===== src/rtl/dsp_mul_arbiter.sv =====
// dsp_mul_arbiter: shares one pipelined DSP multiplier (fixed latency LAT) among NREQ
// requesters. Round-robin grant, one issue per cycle. Request IDs ride a tag shift
// register alongside the DSP pipeline. Products land in a credit-protected
// first-word-fall-through FIFO, so downstream backpressure never drops a result.
//
// Ports:
//   clk, rst_n              clock (rising edge), asynchronous active-low reset
//   req_valid/req_ready     per-requester handshake; req_ready is a one-hot grant
//   req_a, req_b            packed operands, requester i at [i*AW +: AW] / [i*BW +: BW]
//   mul_a, mul_b            registered operands to the DSP multiplier
//   mul_p                   DSP multiplier product
//   rsp_valid/rsp_ready     response handshake at the FIFO head
//   rsp_id, rsp_data        requester index and product of the head entry (0 when empty)
//   busy                    any request in flight or buffered
//
// Optional feature (macro DSP_ARB_PERF_EN): adds saturating 32-bit counters
//   perf_issue (handshakes) and perf_stall (cycles with a request but no credit).

module dsp_mul_arbiter #(
  parameter int unsigned NREQ   = 4,
  parameter int unsigned LAT    = 3,
  parameter int unsigned AW     = 27,
  parameter int unsigned BW     = 18,
  parameter int unsigned PW     = 48,
  parameter int unsigned FIFO_D = 8
) (
  input  logic                    clk,
  input  logic                    rst_n,
  input  logic [NREQ-1:0]         req_valid,
  output logic [NREQ-1:0]         req_ready,
  input  logic [NREQ*AW-1:0]      req_a,
  input  logic [NREQ*BW-1:0]      req_b,
  output logic [AW-1:0]           mul_a,
  output logic [BW-1:0]           mul_b,
  input  logic [PW-1:0]           mul_p,
  output logic                    rsp_valid,
  input  logic                    rsp_ready,
  output logic [$clog2(NREQ)-1:0] rsp_id,
  output logic [PW-1:0]           rsp_data,
  output logic                    busy
`ifdef DSP_ARB_PERF_EN
  ,
  output logic [31:0]             perf_issue,
  output logic [31:0]             perf_stall
`endif
);

  localparam int unsigned IDW = $clog2(NREQ);
  // Wide enough for inflight + fifo_cnt at their joint maximum.
  localparam int unsigned CW  = $clog2(FIFO_D + LAT + 2);
  localparam int unsigned FAW = (FIFO_D > 1) ? $clog2(FIFO_D) : 1;

  if (FIFO_D < LAT + 2) begin : g_cfg_err
    $error("dsp_mul_arbiter: FIFO_D must be >= LAT+2");
  end

  logic [IDW-1:0] ptr_q;
  logic [IDW-1:0] gnt_idx;
  logic           gnt_found;
  logic           credit_ok;
  logic           issue;
  logic [AW-1:0]  gnt_a;
  logic [BW-1:0]  gnt_b;

  logic [CW-1:0]  inflight_q, inflight_d;
  logic [CW-1:0]  fifo_cnt_q, fifo_cnt_d;

  logic [LAT:0]   tag_v_q;
  logic [IDW-1:0] tag_id_q [LAT+1];

  logic [IDW-1:0] mem_id   [FIFO_D];
  logic [PW-1:0]  mem_data [FIFO_D];
  logic [FAW-1:0] wr_ptr_q, rd_ptr_q;
  logic           fifo_wr;
  logic           fifo_pop;

  // ---------------------------------------------------------------------------
  // Round-robin scan starting at ptr_q. Descending offsets so the smallest
  // offset (closest to ptr_q) is the last assignment and wins.
  // ---------------------------------------------------------------------------
  always_comb begin
    logic [IDW:0] scan;
    gnt_found = 1'b0;
    gnt_idx   = '0;
    scan      = '0;
    for (int k = NREQ - 1; k >= 0; k--) begin
      scan = {1'b0, ptr_q} + (IDW+1)'(k);
      if (scan >= (IDW+1)'(NREQ)) begin
        scan = scan - (IDW+1)'(NREQ);
      end
      if (req_valid[scan[IDW-1:0]]) begin
        gnt_found = 1'b1;
        gnt_idx   = scan[IDW-1:0];
      end
    end
  end

  assign credit_ok = (inflight_q + fifo_cnt_q) < CW'(FIFO_D);
  // rst_n gating keeps req_ready low while reset is held, even with requests pending.
  assign issue     = rst_n & credit_ok & gnt_found;
  assign req_ready = issue ? (NREQ'(1) << gnt_idx) : '0;

  assign gnt_a = req_a[int'(gnt_idx) * AW +: AW];
  assign gnt_b = req_b[int'(gnt_idx) * BW +: BW];

  // ---------------------------------------------------------------------------
  // Issue stage and round-robin pointer.
  // ---------------------------------------------------------------------------
  always_ff @(posedge clk or negedge rst_n) begin
    if (!rst_n) begin
      ptr_q <= '0;
      mul_a <= '0;
      mul_b <= '0;
    end else if (issue) begin
      ptr_q <= (gnt_idx == IDW'(NREQ - 1)) ? '0 : gnt_idx + IDW'(1);
      mul_a <= gnt_a;
      mul_b <= gnt_b;
    end
  end

  // ---------------------------------------------------------------------------
  // Tag pipe: stage 0 lines up with mul_a/mul_b, stage LAT with mul_p.
  // ---------------------------------------------------------------------------
  always_ff @(posedge clk or negedge rst_n) begin
    if (!rst_n) begin
      tag_v_q <= '0;
      for (int k = 0; k <= LAT; k++) begin
        tag_id_q[k] <= '0;
      end
    end else begin
      tag_v_q     <= {tag_v_q[LAT-1:0], issue};
      tag_id_q[0] <= gnt_idx;
      for (int k = 1; k <= LAT; k++) begin
        tag_id_q[k] <= tag_id_q[k-1];
      end
    end
  end

  // ---------------------------------------------------------------------------
  // Response FIFO (first-word-fall-through) and credit counters.
  // ---------------------------------------------------------------------------
  assign fifo_wr   = tag_v_q[LAT];
  assign rsp_valid = (fifo_cnt_q != '0);
  assign fifo_pop  = rsp_valid & rsp_ready;

  always_comb begin
    inflight_d = inflight_q + CW'(issue) - CW'(fifo_wr);
    fifo_cnt_d = fifo_cnt_q + CW'(fifo_wr) - CW'(fifo_pop);
  end

  always_ff @(posedge clk) begin
    if (fifo_wr) begin
      mem_id[wr_ptr_q]   <= tag_id_q[LAT];
      mem_data[wr_ptr_q] <= mul_p;
    end
  end

  always_ff @(posedge clk or negedge rst_n) begin
    if (!rst_n) begin
      wr_ptr_q   <= '0;
      rd_ptr_q   <= '0;
      inflight_q <= '0;
      fifo_cnt_q <= '0;
    end else begin
      inflight_q <= inflight_d;
      fifo_cnt_q <= fifo_cnt_d;
      if (fifo_wr) begin
        wr_ptr_q <= (wr_ptr_q == FAW'(FIFO_D - 1)) ? '0 : wr_ptr_q + FAW'(1);
      end
      if (fifo_pop) begin
        rd_ptr_q <= (rd_ptr_q == FAW'(FIFO_D - 1)) ? '0 : rd_ptr_q + FAW'(1);
      end
    end
  end

  assign rsp_id   = rsp_valid ? mem_id[rd_ptr_q]   : '0;
  assign rsp_data = rsp_valid ? mem_data[rd_ptr_q] : '0;
  assign busy     = (inflight_q != '0) | (fifo_cnt_q != '0);

`ifdef DSP_ARB_PERF_EN
  // ---------------------------------------------------------------------------
  // Saturating performance counters.
  // ---------------------------------------------------------------------------
  logic stall_cyc;
  assign stall_cyc = (|req_valid) & ~credit_ok;

  always_ff @(posedge clk or negedge rst_n) begin
    if (!rst_n) begin
      perf_issue <= '0;
      perf_stall <= '0;
    end else begin
      if (issue && (perf_issue != 32'hFFFF_FFFF)) begin
        perf_issue <= perf_issue + 32'd1;
      end
      if (stall_cyc && (perf_stall != 32'hFFFF_FFFF)) begin
        perf_stall <= perf_stall + 32'd1;
      end
    end
  end
`endif

endmodule


===== config.mk =====
export PLATFORM = sky130hd
export DESIGN_NAME = dsp_mul_arbiter
export DESIGN_NICKNAME = d
export VERILOG_FILES = /design/src/rtl/dsp_mul_arbiter.sv
export SDC_FILE = /design/constraint.sdc
export NUM_CORES = 1
export LEC_CHECK = 0
export CAP_MARGIN = 30
export CORE_ASPECT_RATIO = 1.25
export CORE_UTILIZATION = 55
export CTS_BUF_LIST = sky130_fd_sc_hd__clkbuf_8
export CTS_CLUSTER_SIZE = 30
export DETAILED_ROUTE_END_ITERATION = 8
export MAX_ROUTING_LAYER = met4
export PLACE_DENSITY = 0.87
export SLEW_MARGIN = 20
export SYNTH_ARGS = -nofsm -noshare
export SYNTH_HDL_FRONTEND = slang
export SYNTH_SLANG_ARGS = --single-unit

===== constraint.sdc =====
create_clock -name clk -period 14.55 [get_ports clk]
set_clock_uncertainty 0.15 [all_clocks]
set_input_delay 2.91 -clock clk [delete_from_list [all_inputs] [get_ports clk]]
set_output_delay 2.91 -clock clk [all_outputs]
set_load 0.02 [all_outputs]

==> flow_summary.ini, run 1 <==
[timing]
maxSlewViolCount = 0
setup_viol = 0
hold_violations = 0
rsz0062_at_grt = false
clock.fmax_mhz = 123.5
period_minus_slack_ps = 8096
relSlewSlack_pct = 40.16
fin_crit_sh_pct = 55.64
tightest_slew_ps = 897.6
setup_slack_ps = 6454
tns_ps = 0

[worst_setup_path]
cp_top_family = buffers and inverters
startpoint_type = input pin
slowest_stage = clkdlybuf4s50_1
critPathMaxFanout = 5
cp.depth = 8
crit_chain = clkdlybuf4s50_1, nand2b_1, a211o_1, o21a_2, inv_2, ha_1, and2_1, clkdlybuf4s50_1
ff2ff_path_depth = 12
critPathMaxStageDelay_ps = 590
r2r_start = fifo_cnt_q[2]
crit_top_cell = clkdlybuf4s50_1
worst-path-buf-inv = 3
cp.required_ps = 11490
path_class = input pin to output pin
rr_endpoint = fifo_cnt_q[2]
cp-end-kind = output pin
critPathArrivalTime_ps = 5040
reg2reg_slack_ps = 11360

[cells_and_area]
fin_cells = 1904
multiInputGateArea_um2 = 5475
nNetsFinal = 1639
n_fill_cell = 2156
ff_latch_area_um2 = 13850
postLayoutCellArea_um2 = 24740
layout-drive-gt1-share_pct = 18.95
syn_to_final_growth_pct = 25.63

[cts]
ctsRootBufferMaster = clkbuf_8
cts.path.max_buffers = 3
cts_tree = built
clk_pin_slew_ps = 60
cts_made_buffers = 67
post_cts_resized = 0
cts.sinks = 473
cts_setup_buffers = 0
htreeDepth = 3
clk_latency_ps = 570
hold_buffers = 0

[routing]
wl_um = 43570
vias = 10880
viasPerCell = 5.713
post_drt_wl_per_cell_um = 22.88
first_iter_violations = 681
drtPass1Iterations = 5
ant_nets = 0
route.detailed.drc = 0

[global_routing]
grt_usage_pct = 25.19
grt_pass1_wl_um = 64960
grt_use_met1_pct = 28.71
use_met2_pct = 43.30
antenna_found_initial = 3
grt_max_degree = 75
globalRouteOverflowTotal = 0
grt_pass1_vias = 11680
use_met3_pct = 6.792
grt_busiest_layer = met2

[logic_synthesis]
syn_nets = 1272
synth_area_um2 = 19700
yosysWarnings = 0
synth_seq_area_share_pct = 70.26
synth_cells = 1015
synth_top_cell_by_area = edfxtp_1
synth_edf_count = 400
synthFlopType = edfxtp_1
yosysMostFrequentCell = edfxtp_1
syn_area_per_cell_um2 = 19.40
async_flop_share_pct = 15.43
synth_seq_cells = 473
synth_top_area_share_pct = 60.99
synth_area_leaders = edfxtp_1, mux4_2, dfrtp_1
synthTopCellsByCount = edfxtp_1, mux2i_1, mux4_2
ys_types = 39

[status]
status = completed

[placement]
dp_cells = 1784
dp_slack_ps = 6422
io_buffers = 335
place_area_um2 = 23500
dp_hpwl_um = 26870
routabilityCongestion = 0.7873

[floorplan]
start_util_pct = 55.70
fp.dieW_um = 171.3
fp.dieArea_um2 = 36570
fp-row-count = 77
ios = 336
fp.dieH_um = 213.6
core_um2 = 35360

[power_and_ir_drop]
powerDensity_nw_per_um2 = 195.3
power.leakage_nw = 8.776
finalPower_w = 0.004832
ir_worst_vdd_mv = 0.1246

[min_path]
holdPathEnd = tag_v_q[1]
hp-class = flip-flop to flip-flop
min_from = tag_v_q[0]
holdPathStages = 0

[job]
maxCapViolations = 0
-- where the power goes --
| group | internal (W) | leakage (nW) | switching, W | total, W |
|---|---|---|---|---|
| Sequential | 0.00172 | 4.51 | 0.000151 | 0.00187 |
| Clock | 0.000456 | 0.674 | 0.000462 | 0.000917 |
| Combinational | 0.000982 | 3.59 | 0.00106 | 0.00205 |
-- cell usage in the layout (no fill, tap or decap), types with 2 or more instances in the layout --
master	count
edfxtp_1	400
clkdlybuf4s50_1	334
mux2i_1	141
mux4_2	100
dfrtp_1	70
clkbuf_8	69
nand2_1	54
nor2_1	54
o221ai_2	45
inv_1	37
ha_1	20
buf_4	16
clkinv_1	11
nand2b_1	6
nor2_4	6
clkinv_2	6
diode_2	5
mux2_2	4
inv_2	4
a21o_1	4
xor2_1	4
and2_1	4
buf_16	4
a21oi_1	3
dfrtp_4	3
o21ai_1	2
nor3_2	2
nand3_4	2
fa_1	2
clkinvlp_4	2
-- kinds of logic after synthesis --
logic type	synth area share (%)
simple gates	2.954
compound gates	3.932
flops	70.26
mux	18.83
buf+inv	2.325
fa+ha+maj	1.474
xor+xnor	0.2223
-- metal layers --
metal | wire length, um | up-vias
li1 | - | 4812
met1 | 15760 | 5531
met2 | 23160 | 481
met3 | 3832 | 54
met4 | 808 | 0
met5 | 0 | -
-- worst max-delay path by stage --
stage	from	end	slack, ps
6_report	req_valid[3]	req_ready[0]	6450
4_1_cts	rst_n	req_ready[1]	6420
3_3_place_gp	rst_n	req_ready[0]	6470
2_1_floorplan	req_valid[3]	req_ready[0]	7450
5_1_grt	req_valid[3]	req_ready[0]	6390
3_5_place_dp	rst_n	req_ready[3]	6420
-- layout make-up --
| class | instances | share of cell area, % |
|---|---|---|
| sequential | 473 | 55.97 |
| multi-input combinational | 467 | 22.13 |
| timing repair buffer | 355 | 14.52 |
| clock buffer | 69 | 3.838 |
| tap | 474 | 2.397 |
| clock inverter | 43 | 0.8192 |
| inverter | 18 | 0.2731 |
| antenna | 5 | 0.05057 |
-- through the flow --
stage	hold WS [ps]	util, %
after global placement	183.9	66.32
after CTS	199.3	69.73
final	197.9	69.98
after global routing	205.3	69.97
after floorplan	181.2	-
after detailed placement	184.7	66.47
-- sequential cells by signal (all words and copies together), names as in the netlist --
register and cells:
fifo_cnt_q 4, mul_b 18, mem_data 384, mul_a 27
tag_v_q 4, tag_id_q 8, mem_id 16, wr_ptr_q 3
ptr_q 2, rd_ptr_q 3, inflight_q 4
Note: power is estimated with default switching activity, not from simulation.
==> inputs of run 2 (changes only) <==
==> constraint.sdc (replaced) <==
create_clock -name clk -period 7.9 [get_ports clk]
set_clock_uncertainty 0.15 [all_clocks]
set_input_delay 1.58 -clock clk [delete_from_list [all_inputs] [get_ports clk]]
set_output_delay 1.58 -clock clk [all_outputs]
set_load 0.02 [all_outputs]
==> run 2 against run 1 <==
Clock power grew 120%. Final cell count increased by 0.47%. Sequential power is 87% higher. Clock-buffer cell count up 12. Largest cell class unchanged. Final area up 0.81%. Register-to-register slack worse by 6800 ps. Total power grew 90%. Sequential cell count did not move. Critical path depth did not move.
==> flow_summary.ini, run 2 (synthesized netlist as in run 1, its figures left out) <==
[power_and_ir_drop]
swShare_pct = 34.17
pwr-share-seq_pct = 38.0
ir_worst_vdd_mv = 0.2245
powerDensity_nw_per_um2 = 367.9
power.leakage_nw = 8.868
p_comb_share_pct = 40.4
p_sw_w = 0.003135
p_int_w = 0.006041
pwr-share-clk_pct = 21.6

[cells_and_area]
top_regs = mem_data: 384 flops, mul_a: 27 flops, mul_b: 18 flops
syn_to_final_growth_pct = 26.65
ff_latch_area_um2 = 13850
largest_register_ffs = 384
largest-register = mem_data
layout_commonest_cell = edfxtp_1
utilization_pct = 70.55
final_cell_mix = edfxtp_1, clkdlybuf4s50_1, mux2i_1
layout-drive-gt1-share_pct = 19.60
n_fill_cell = 2146
postLayoutCellArea_um2 = 24940
nNetsFinal = 1642
fin_cells = 1913
multiInputGateArea_um2 = 5475

[global_routing]
antenna_found_initial = 6
grt_pass1_vias = 11710
globalRouteOverflowTotal = 0
grt_usage_pct = 25.62
grt_pass1_wl_um = 66000
grt_max_degree = 70

[cts]
htreeDepth = 3
cts.sinks = 473
clk_pin_slew_ps = 60
post_cts_resized = 0
cts_setup_buffers = 0
ctsRootBufferMaster = clkbuf_8
cts_tree = built
cts_made_buffers = 72
hold_buffers = 0
cts.path.max_buffers = 3
clk_latency_ps = 600

[floorplan]
fp.dieH_um = 213.6
fp-row-count = 77
fp.dieArea_um2 = 36570
start_util_pct = 55.70
core_um2 = 35360
fp.dieW_um = 171.3
ios = 336

[routing]
vias = 11070
ant_nets = 0
wl_um = 44500
drtPass1Iterations = 7
route.detailed.drc = 0
first_iter_violations = 841
post_drt_wl_per_cell_um = 23.26
viasPerCell = 5.785

[placement]
dp_hpwl_um = 27190
place_area_um2 = 23500
io_buffers = 335
routabilityCongestion = 0.8148
dp_slack_ps = 2511
dp_cells = 1784

[worst_setup_path]
path_class = input pin to output pin
cp-end-kind = output pin
startpoint_type = input pin
critPathMaxFanout = 5
critPathArrivalTime_ps = 3660
cp.required_ps = 6170

[status]
status = completed

[timing]
tns_ps = 0
tightest_slew_ps = 926.2
fin_crit_sh_pct = 68.28
hold_violations = 0
rsz0062_at_grt = false
maxSlewViolCount = 0
setup_slack_ps = 2506
period_minus_slack_ps = 5394
setup_viol = 0
relSlewSlack_pct = 38.26
clock.fmax_mhz = 185.4

[min_path]
hp-class = flip-flop to flip-flop

[job]
maxCapViolations = 0
-- run 2: cell types whose count changed in the layout (fill, tap and decap cells not counted), sizes merged --
cell | before | now
buf | 21 | 19
bufinv | 1 | 5
clkbuf | 69 | 81
clkinv | 17 | 14
inv | 41 | 39
-- run 2: power groups by stage --
stage / registers [W] / clock network, W / logic, W
after floorplan: 0.00348 / 0 / 0.00241
after global placement: 0.00357 / 0 / 0.00357
after detailed placement: 0.00353 / 0 / 0.00374
after CTS: 0.00349 / 0.00203 / 0.00375
after global routing: 0.00354 / 0.00213 / 0.00396
final: 0.00349 / 0.00198 / 0.00371
-- run 2: cell type report --
| class | count | share of cell area (%) |
|---|---|---|
| sequential | 473 | 55.52 |
| antenna | 5 | 0.05016 |
| timing repair buffer | 353 | 14.16 |
| tap | 474 | 2.378 |
| inverter | 18 | 0.2709 |
| multi-input combinational | 467 | 21.95 |
| clock buffer | 81 | 4.469 |
| clock inverter | 42 | 1.204 |
-- run 2: critical path: stages --
cell	delay (ps)
clkdlybuf4s50_1	490
nand2b_1	190
a211o_1	290
o21a_2	170
inv_2	100
ha_1	140
and2_1	120
clkdlybuf4s50_1	600
-- run 2: worst paths after layout --
kind	cells past startpoint	to	from	slack, ps
max	8	req_ready[0]	req_valid[3]	2510
min	0	tag_id_q[4]	tag_id_q[6]	200
max reg2reg	6	mul_a[7]	ptr_q[1]	4530
min reg2reg	0	tag_id_q[4]	tag_id_q[6]	200
max in group asynchronous	3	rd_ptr_q[2]	rst_n	6080
min in group asynchronous	1	mul_a[18]	rst_n	620
-- run 2: per-stage QoR --
stage	total power (W)	hold WS (ps)
after detailed placement	0.007271	184.7
after global placement	0.007140	182.4
after global routing	0.009627	202.3
after floorplan	0.005887	181.2
after CTS	0.009272	199.4
final	0.009177	196.4
-- run 2: layer usage --
layer / wire [um] / global-route usage (%) / share of wire [%]
met1: 16060 / 29.38 / 36
met2: 23410 / 43.85 / 53
met3: 4151 / 6.700 / 9.3
met4: 882 / 8.344 / 2.0
met5: 0 / - / 0
